`src/rtl/instr_fetch.sv`:
```
// Instruction fetch stage: owns the PC and keeps one request open to IMEM.
// Delivers instr/PC/PC+4 to ID; bubbles are 32'h0. Perf counters: FETCH_PERF_EN.
// Ports: CLK, RESET (sync, high), ID redirect/freeze in, IMEM req/addr/ack/data,
//        Instr1/Instr_PC/Instr_PC_Plus4 out, Fetch/Bubble counters out.
module instr_fetch #(
  parameter logic [31:0] RESET_PC = 32'h00400000
) (
  input  logic        CLK,
  input  logic        RESET,
  input  logic [31:0] Alt_PC_IN,
  input  logic        Request_Alt_PC_IN,
  input  logic        WANT_FREEZE_IN,
  output logic        IMEM_Req_OUT,
  output logic [31:0] IMEM_Addr_OUT,
  input  logic        IMEM_Ack_IN,
  input  logic [31:0] IMEM_Data_IN,
  output logic [31:0] Instr1_OUT,
  output logic [31:0] Instr_PC_OUT,
  output logic [31:0] Instr_PC_Plus4_OUT,
  output logic [31:0] Fetch_Count_OUT,
  output logic [31:0] Bubble_Count_OUT
);

  typedef enum logic [1:0] {
    FETCH,
    SQUASH,
    HOLD
  } state_t;

  state_t      state, state_nx;
  logic        req;
  logic [31:0] req_addr, req_addr_nx;
  logic [31:0] redir_pc, redir_pc_nx;
  logic [31:0] buf_w, buf_nx;
  logic [31:0] buf_pc, buf_pc_nx;
  logic [31:0] instr, instr_nx;
  logic [31:0] pc, pc_nx;
  logic [31:0] pc4, pc4_nx;
  logic [31:0] del_word, del_pc;
  logic        deliver, bubble;
  logic        ack, freeze, redir;

  // An ack is only meaningful while a request is actually open.
  assign ack    = IMEM_Ack_IN & req;
  assign freeze = WANT_FREEZE_IN;
  assign redir  = Request_Alt_PC_IN;

  always_comb begin
    state_nx    = state;
    req_addr_nx = req_addr;
    redir_pc_nx = redir_pc;
    buf_nx      = buf_w;
    buf_pc_nx   = buf_pc;
    deliver     = 1'b0;
    bubble      = 1'b0;
    del_word    = IMEM_Data_IN;
    del_pc      = req_addr;
    unique case (state)
      FETCH: begin
        if (ack && freeze) begin
          buf_nx      = IMEM_Data_IN;
          buf_pc_nx   = req_addr;
          req_addr_nx = req_addr + 32'd4;
          state_nx    = HOLD;
        end else if (ack && redir) begin
          bubble      = 1'b1;
          req_addr_nx = Alt_PC_IN;
        end else if (ack) begin
          deliver     = 1'b1;
          req_addr_nx = req_addr + 32'd4;
        end else if (!freeze && redir) begin
          bubble      = 1'b1;
          redir_pc_nx = Alt_PC_IN;
          state_nx    = SQUASH;
        end else if (!freeze) begin
          bubble = 1'b1;
        end
      end
      SQUASH: begin
        // The stale request must complete before the target is issued.
        if (ack) begin
          req_addr_nx = redir_pc;
          state_nx    = FETCH;
        end
        bubble = !freeze;
      end
      HOLD: begin
        if (!freeze && redir) begin
          bubble      = 1'b1;
          req_addr_nx = Alt_PC_IN;
          state_nx    = FETCH;
        end else if (!freeze) begin
          deliver  = 1'b1;
          del_word = buf_w;
          del_pc   = buf_pc;
          state_nx = FETCH;
        end
      end
      default: state_nx = FETCH;
    endcase
  end

  always_comb begin
    instr_nx = instr;
    pc_nx    = pc;
    pc4_nx   = pc4;
    if (deliver) begin
      instr_nx = del_word;
      pc_nx    = del_pc;
      pc4_nx   = del_pc + 32'd4;
    end else if (bubble) begin
      instr_nx = 32'h0;
    end
  end

  always_ff @(posedge CLK) begin
    if (RESET) begin
      state    <= FETCH;
      req      <= 1'b0;
      req_addr <= RESET_PC;
      redir_pc <= 32'h0;
      buf_w    <= 32'h0;
      buf_pc   <= 32'h0;
      instr    <= 32'h0;
      pc       <= 32'h0;
      pc4      <= 32'h0;
    end else begin
      state    <= state_nx;
      req      <= (state_nx != HOLD);
      req_addr <= req_addr_nx;
      redir_pc <= redir_pc_nx;
      buf_w    <= buf_nx;
      buf_pc   <= buf_pc_nx;
      instr    <= instr_nx;
      pc       <= pc_nx;
      pc4      <= pc4_nx;
    end
  end

  assign IMEM_Req_OUT       = req;
  assign IMEM_Addr_OUT      = req_addr;
  assign Instr1_OUT         = instr;
  assign Instr_PC_OUT       = pc;
  assign Instr_PC_Plus4_OUT = pc4;

`ifdef FETCH_PERF_EN
  logic [31:0] fetch_cnt, bubble_cnt;

  always_ff @(posedge CLK) begin
    if (RESET) begin
      fetch_cnt  <= 32'h0;
      bubble_cnt <= 32'h0;
    end else begin
      if (deliver) fetch_cnt <= fetch_cnt + 32'd1;
      if (bubble) bubble_cnt <= bubble_cnt + 32'd1;
    end
  end

  assign Fetch_Count_OUT  = fetch_cnt;
  assign Bubble_Count_OUT = bubble_cnt;
`else
  assign Fetch_Count_OUT  = 32'h0;
  assign Bubble_Count_OUT = 32'h0;
`endif

endmodule

```
`config.mk`:
```
export PLATFORM = sky130hd
export DESIGN_NAME = instr_fetch
export DESIGN_NICKNAME = d
export VERILOG_FILES = /design/src/rtl/instr_fetch.sv
export SDC_FILE = /design/constraint.sdc
export NUM_CORES = 1
export LEC_CHECK = 0
export CAP_MARGIN = 20
export CORE_MARGIN = 4
export CORE_UTILIZATION = 40
export CTS_BUF_LIST = sky130_fd_sc_hd__clkbuf_4
export CTS_CLUSTER_SIZE = 28
export DETAILED_ROUTE_END_ITERATION = 8
export PLACE_DENSITY = 0.73
export SLEW_MARGIN = 10
export SYNTH_ARGS = -nofsm -noshare
export SYNTH_HDL_FRONTEND = slang
export SYNTH_SLANG_ARGS = --single-unit
export TNS_END_PERCENT = 50
```
`constraint.sdc`:
```
create_clock -name CLK -period 5.37 [get_ports CLK]
set_input_delay 1.074 -clock CLK [delete_from_list [all_inputs] [get_ports CLK]]
set_output_delay 1.074 -clock CLK [all_outputs]
set_load 0.01 [all_outputs]
```
## Word-level counts from Yosys, hierarchy flattened

Index checks and enable logic that the tools add are counted.

- Bits in registers: 227
- Input bits: 69
- Output and inout port bits: 193
- Logic and storage cells: 65

- Add/subtract/negate cells: 2
- Eq/ne operators: 6
- Multiplexer cells: 34
- Bitwise operators: 4
- Reductions and logical operators: 10

Operators with widths:

| operator | number |
|---|---|
| 2-to-1 mux 32 bit | 13 |
| one-hot mux 32 bit (3 select lines) | 1 |
| adder 32 x 3 -> 32 bit, second input constant | 2 |
| 2-to-1 mux 2 bit | 7 |
| 2-to-1 mux 1 bit | 10 |
| inequality test 2 bit, second input constant | 3 |
| one-hot mux 2 bit (3 select lines) | 1 |
| AND reduction 5 bit | 1 |
| inequality test 4 bit, second input constant | 1 |
| AND reduction 4 bit | 1 |
| logical AND 1 bit | 3 |
| NOT 1 bit | 3 |
| one-hot mux 1 bit (3 select lines) | 1 |
| nonzero test 3 bit | 1 |
| == test 2 x 1 -> 1 bit, second input constant | 1 |
| == test 2 bit, second input constant | 1 |
| zero test 2 bit | 1 |
| one-hot mux 1 bit (2 select lines) | 1 |
| AND reduction 2 bit | 1 |
| nonzero test 2 bit | 1 |
| bitwise AND 1 bit | 1 |
| zero test 1 bit | 1 |

## Longest topological paths before layout

- Depth in word-level cells: 9
- Depth in mapped cells: 17
- Depth with buffers taken out: 11

## Worst setup path after synthesis

No wires, ideal clock.

- Path type: input to register
- Start point: input Request_Alt_PC_IN
- End point: register pc4[28] (netlist: Instr_PC_Plus4_OUT[28])
- Library setup time: 0.062 ns
- Arrival time: 4.349 ns
- Required time: 5.308 ns
- Slack: 0.959 ns
- Stages: 12
- Path buffers: 4
- Path through: buf_2 nor3b_2 clkbuf_1 clkbuf_1 buf_1 nand2_1 nand2_1 ha_1 nor4b_1 o221ai_1 or4_1 nand3_1

- Word-level cells in the longest chain between the ends: 4
- Elaborated cells between the ends (all ways): 9
- Classes of those cells: add/sub: 1; mux: 6; reduce/logical: 2

RTL lines:

| what | RTL line | text |
|---|---|---|
| start: declaration | 11 | `input logic Request_Alt_PC_IN,` |
| logical AND 1 bit | 88 | `if (!freeze && redir) begin` |
| 2-to-1 mux 32 bit | 88 |  |
| 2-to-1 mux 32 bit | 58 | `unique case (state)` |
| via del_pc[3] | 39 | `logic [31:0] del_word, del_pc;` |
| adder 32 x 3 -> 32 bit | 110 | `pc4_nx = del_pc + 32'd4;` |
| end signal: assignment | 136 | `pc4 <= pc4_nx;` |
| end: declaration | 38 | `logic [31:0] pc4, pc4_nx;` |

The timed path passes the listed nets, and every way through them passes these cells.
A chain may end at the register's enable or synchronous reset.

## Worst setup path after layout

- Start point: input Request_Alt_PC_IN
- End point: register pc4[24] (netlist: Instr_PC_Plus4_OUT[24])

The elaborated chain is that of the path after synthesis.

==> impl_metrics.env <==
export IMPL_static_leakage_power_nw=4.98
export IMPL_via_count_of_the_first_global_routing_pass=11017
export IMPL_core_area_um2=28000
export IMPL_synth_seq_area_share_pct=39.2
export IMPL_die_extent_in_y_um=177
export IMPL_instances_no_fill=2087
export IMPL_maxCapViolations=0
export IMPL_type_of_the_worst_setup_path="in -> reg"
export IMPL_drt_pre_antenna_iters=5
export IMPL_critPathArrivalTime_ns=4.15
export IMPL_routed_via_count=11844
export IMPL_endpoint_kind="register"
export IMPL_class_of_the_most_critical_hold_timing_path="reg -> reg"
export IMPL_layout_core_utilization_pct=50.6
export IMPL_drive_gt1_share_pct=9.25
export IMPL_post_route_period_util_pct=66.6
export IMPL_ioPinCount=262
export IMPL_most_common_layout_cells="sky130_fd_sc_hd__nand2_1 (350), sky130_fd_sc_hd__dfxtp_1 (225), sky130_fd_sc_hd__clkdlybuf4s50_1 (196), sky130_fd_sc_hd__a21oi_1 (177), sky130_fd_sc_hd__clkbuf_4 (93)"
export IMPL_maxSlewViolCount=0
export IMPL_viasPerCell=5.68
export IMPL_grt_setup_unrepaired="false"
export IMPL_average_wire_per_standard_cell_um=18.1
export IMPL_clk_transition_reported_paths_ns=0.06
export IMPL_number_of_sinks_handled_by_clock_tree_synthesis=225
export IMPL_synthesis_area_per_instance_um2=7.59
export IMPL_grt_antenna_before_repair=1
export IMPL_tritoncts_clock_tree="yes"
export IMPL_ctsRootBufferMaster="sky130_fd_sc_hd__clkbuf_4"
export IMPL_critical_path_max_fanout=10
export IMPL_max_slew_margin_pct=39.9
export IMPL_tightest_slew_ns=0.898
export IMPL_postSynthCellCount=1512
export IMPL_fin_nets=1741
export IMPL_resized_after_cts=0
export IMPL_gp_weighted_congestion=0.910
export IMPL_grt_ovfl_total=0
export IMPL_cp_required_ns=5.94
export IMPL_setup_violations_final=0
export IMPL_remaining_drc_errors=0
export IMPL_setup_reg_to_reg_worst_slack_ns=1.90
export IMPL_ys_warn_count=0
export IMPL_cts_htree_levels=2
export IMPL_die_width_um=177
export IMPL_cts_inserted_buffers=61
export IMPL_preCtsSetupSlack_ns=0.896
export IMPL_cts_setup_buffers=0
export IMPL_highest_clock_rate_mhz=280
export IMPL_dominantRegCellSynth="sky130_fd_sc_hd__dfxtp_1"
export IMPL_finalWirelength_mm=37.8
export IMPL_layout_cells_most_common="sky130_fd_sc_hd__nand2_1"
export IMPL_placed_cells=1979
export IMPL_quantity_of_hold_fixing_buffers_added_after_cts=0
export IMPL_layout_area_overhead_vs_synth_pct=23.4
export IMPL_yosys_register_bits=225
export IMPL_finalWorstPathRequiredPeriod_ns=3.58
export IMPL_min_to="buf_w[1]"
export IMPL_detail_route_iter0_violations=1136
export IMPL_io_buffers=197
export IMPL_irDropWorstVdd_uv=151
export IMPL_route_antenna_remaining_nets=0
export IMPL_clock_path_buffers=3
export IMPL_fin_ws_ns=1.79
export IMPL_netlist_cell_type_count=80
export IMPL_min_path_cells=2
export IMPL_grt_start_max_net_pins=103
export IMPL_power_density_nw_per_um2=285
export IMPL_post_synth_design_cell_area_um2=11500
export IMPL_starting_utilization_of_the_core_area_pct=41.0
export IMPL_rr_startpoint="state[0]"
export IMPL_rows=61
export IMPL_worst_hold_slack_ns=0.455
export IMPL_timing_setup_tns_ns=0
export IMPL_proportion_of_synthesized_flip_flops_having_asynchronous_set_or_reset_pct=0
export IMPL_gr_usage_all_layers_pct=22.5
export IMPL_r2r_end="Instr_PC_Plus4_OUT[29]"
export IMPL_synth_enable_flop_cells=0
export IMPL_clk_insertion_delay_late_ns=0.69
export IMPL_first_pass_grt_wire_length_mm=58.2
export IMPL_crit_path_start_kind="input port"
export IMPL_hold_start="buf_w[1]"
export IMPL_area_of_the_die_um2=31500
export IMPL_final_hold_violation_count=0
export IMPL_final_setup_skew_ns=0.0337
export IMPL_timing_reg2reg_worst_path_depth=10
export IMPL_dp_hpwl_mm=25.6
export IMPL_outcome="completed"
-- through the flow --
stage               cell area, um2  total power, W
global route                 14200         0.00423
detailed placement           13400         0.00253
global placement             13400         0.00252
finish                       14200         0.00404
CTS                          14100         0.00407
floorplan                    11700         0.00227
-- worst max-delay path: stages --
cell and delay (ns):
sky130_fd_sc_hd__clkdlybuf4s50_1 0.42, sky130_fd_sc_hd__buf_4 0.19, sky130_fd_sc_hd__nor3b_4 0.36, sky130_fd_sc_hd__mux2_2 0.24
sky130_fd_sc_hd__ha_1 0.26, sky130_fd_sc_hd__nand3_1 0.10, sky130_fd_sc_hd__nor3_1 0.56, sky130_fd_sc_hd__o22a_1 0.45
sky130_fd_sc_hd__a2111oi_0 0.18, sky130_fd_sc_hd__a311o_1 0.30
-- worst max path at each step --
stage,from,endpoint,cells past startpoint
after floorplan,Request_Alt_PC_IN,Instr_PC_Plus4_OUT[28],12
after global placement,WANT_FREEZE_IN,Instr_PC_Plus4_OUT[22],8
after detailed placement,WANT_FREEZE_IN,Instr_PC_Plus4_OUT[24],8
after CTS,Request_Alt_PC_IN,Instr_PC_Plus4_OUT[22],9
after global routing,Request_Alt_PC_IN,Instr_PC_Plus4_OUT[22],11
final,Request_Alt_PC_IN,Instr_PC_Plus4_OUT[24],10
-- logic make-up after synthesis --
logic type / synth area share [%]
compound gates: 22.6
xor+xnor: 0.839
fa+ha+maj: 0.654
buf+inv: 9.04
flops: 39.2
mux: 3.61
other cells: 0.0327
simple gates: 24.0
-- area by class of cell --
class                           instances  area, um2
Timing Repair Buffer                  223       2170
Tap cell                              378        473
Sequential cell                       225       4500
Multi-Input combinational cell       1147       6210
Antenna cell                            1       2.50
Inverter                                8       30.0
Fill cell                            2722      13800
Clock buffer                           93        698
Clock inverter                         12       73.8
-- cells in the mapped netlist (all sizes together) (5+ instances only) --
| master | n | share of area [%] |
|---|---|---|
| a31oi | 43 | 2.3 |
| dfxtp | 225 | 39 |
| nor3 | 30 | 1.3 |
| o31ai | 11 | 0.72 |
| a311oi | 7 | 0.53 |
| nand4 | 25 | 1.4 |
| nor2 | 88 | 2.9 |
| buf | 94 | 5.5 |
| a221oi | 10 | 0.76 |
| xor2 | 5 | 0.38 |
| nand3 | 48 | 2.2 |
| o21ai | 39 | 1.7 |
| a22o | 18 | 1.4 |
| clkbuf | 101 | 3.3 |
| nand2 | 350 | 11 |
| inv | 7 | 0.23 |
| ha | 6 | 0.65 |
| a21oi | 178 | 7.8 |
| mux2 | 11 | 1.1 |
| or3 | 12 | 0.69 |
| a211oi | 32 | 2.1 |
| xnor2 | 6 | 0.46 |
| o21a | 5 | 0.33 |
| or4 | 10 | 0.70 |
| and3 | 14 | 0.77 |
| nor4 | 11 | 0.60 |
| nor4b | 5 | 0.38 |
| a22oi | 9 | 0.59 |
| a311o | 6 | 0.52 |
| and2 | 7 | 0.38 |
| mux2i | 29 | 2.5 |
-- layer usage --
metal  global-route usage, %  vias up  wire length (um)
li1                        -     5583                 -
met1                    28.3     5606             15100
met2                    37.0      545             18000
met3                    4.54      110              2950
met4                    11.1        0              1750
met5                       0        -                 0
-- power by group --
| part | leakage (nW) | switching, W | internal, W |
|---|---|---|---|
| clock | 0.464 | 0.000708 | 0.000827 |
| combinational | 2.69 | 0.000404 | 0.000270 |
| sequential | 1.82 | 0.0000940 | 0.00174 |
-- state kept, by name (all words and copies together) (netlist names) --
| name | count |
|---|---|
| Instr_PC_OUT | 32 |
| Instr_PC_Plus4_OUT | 30 |
| buf_pc | 32 |
| state | 2 |
| buf_w | 32 |
| IMEM_Addr_OUT | 32 |
| redir_pc | 32 |
| IMEM_Req_OUT | 1 |
| Instr1_OUT | 32 |
(Power assumes the default switching activity.)
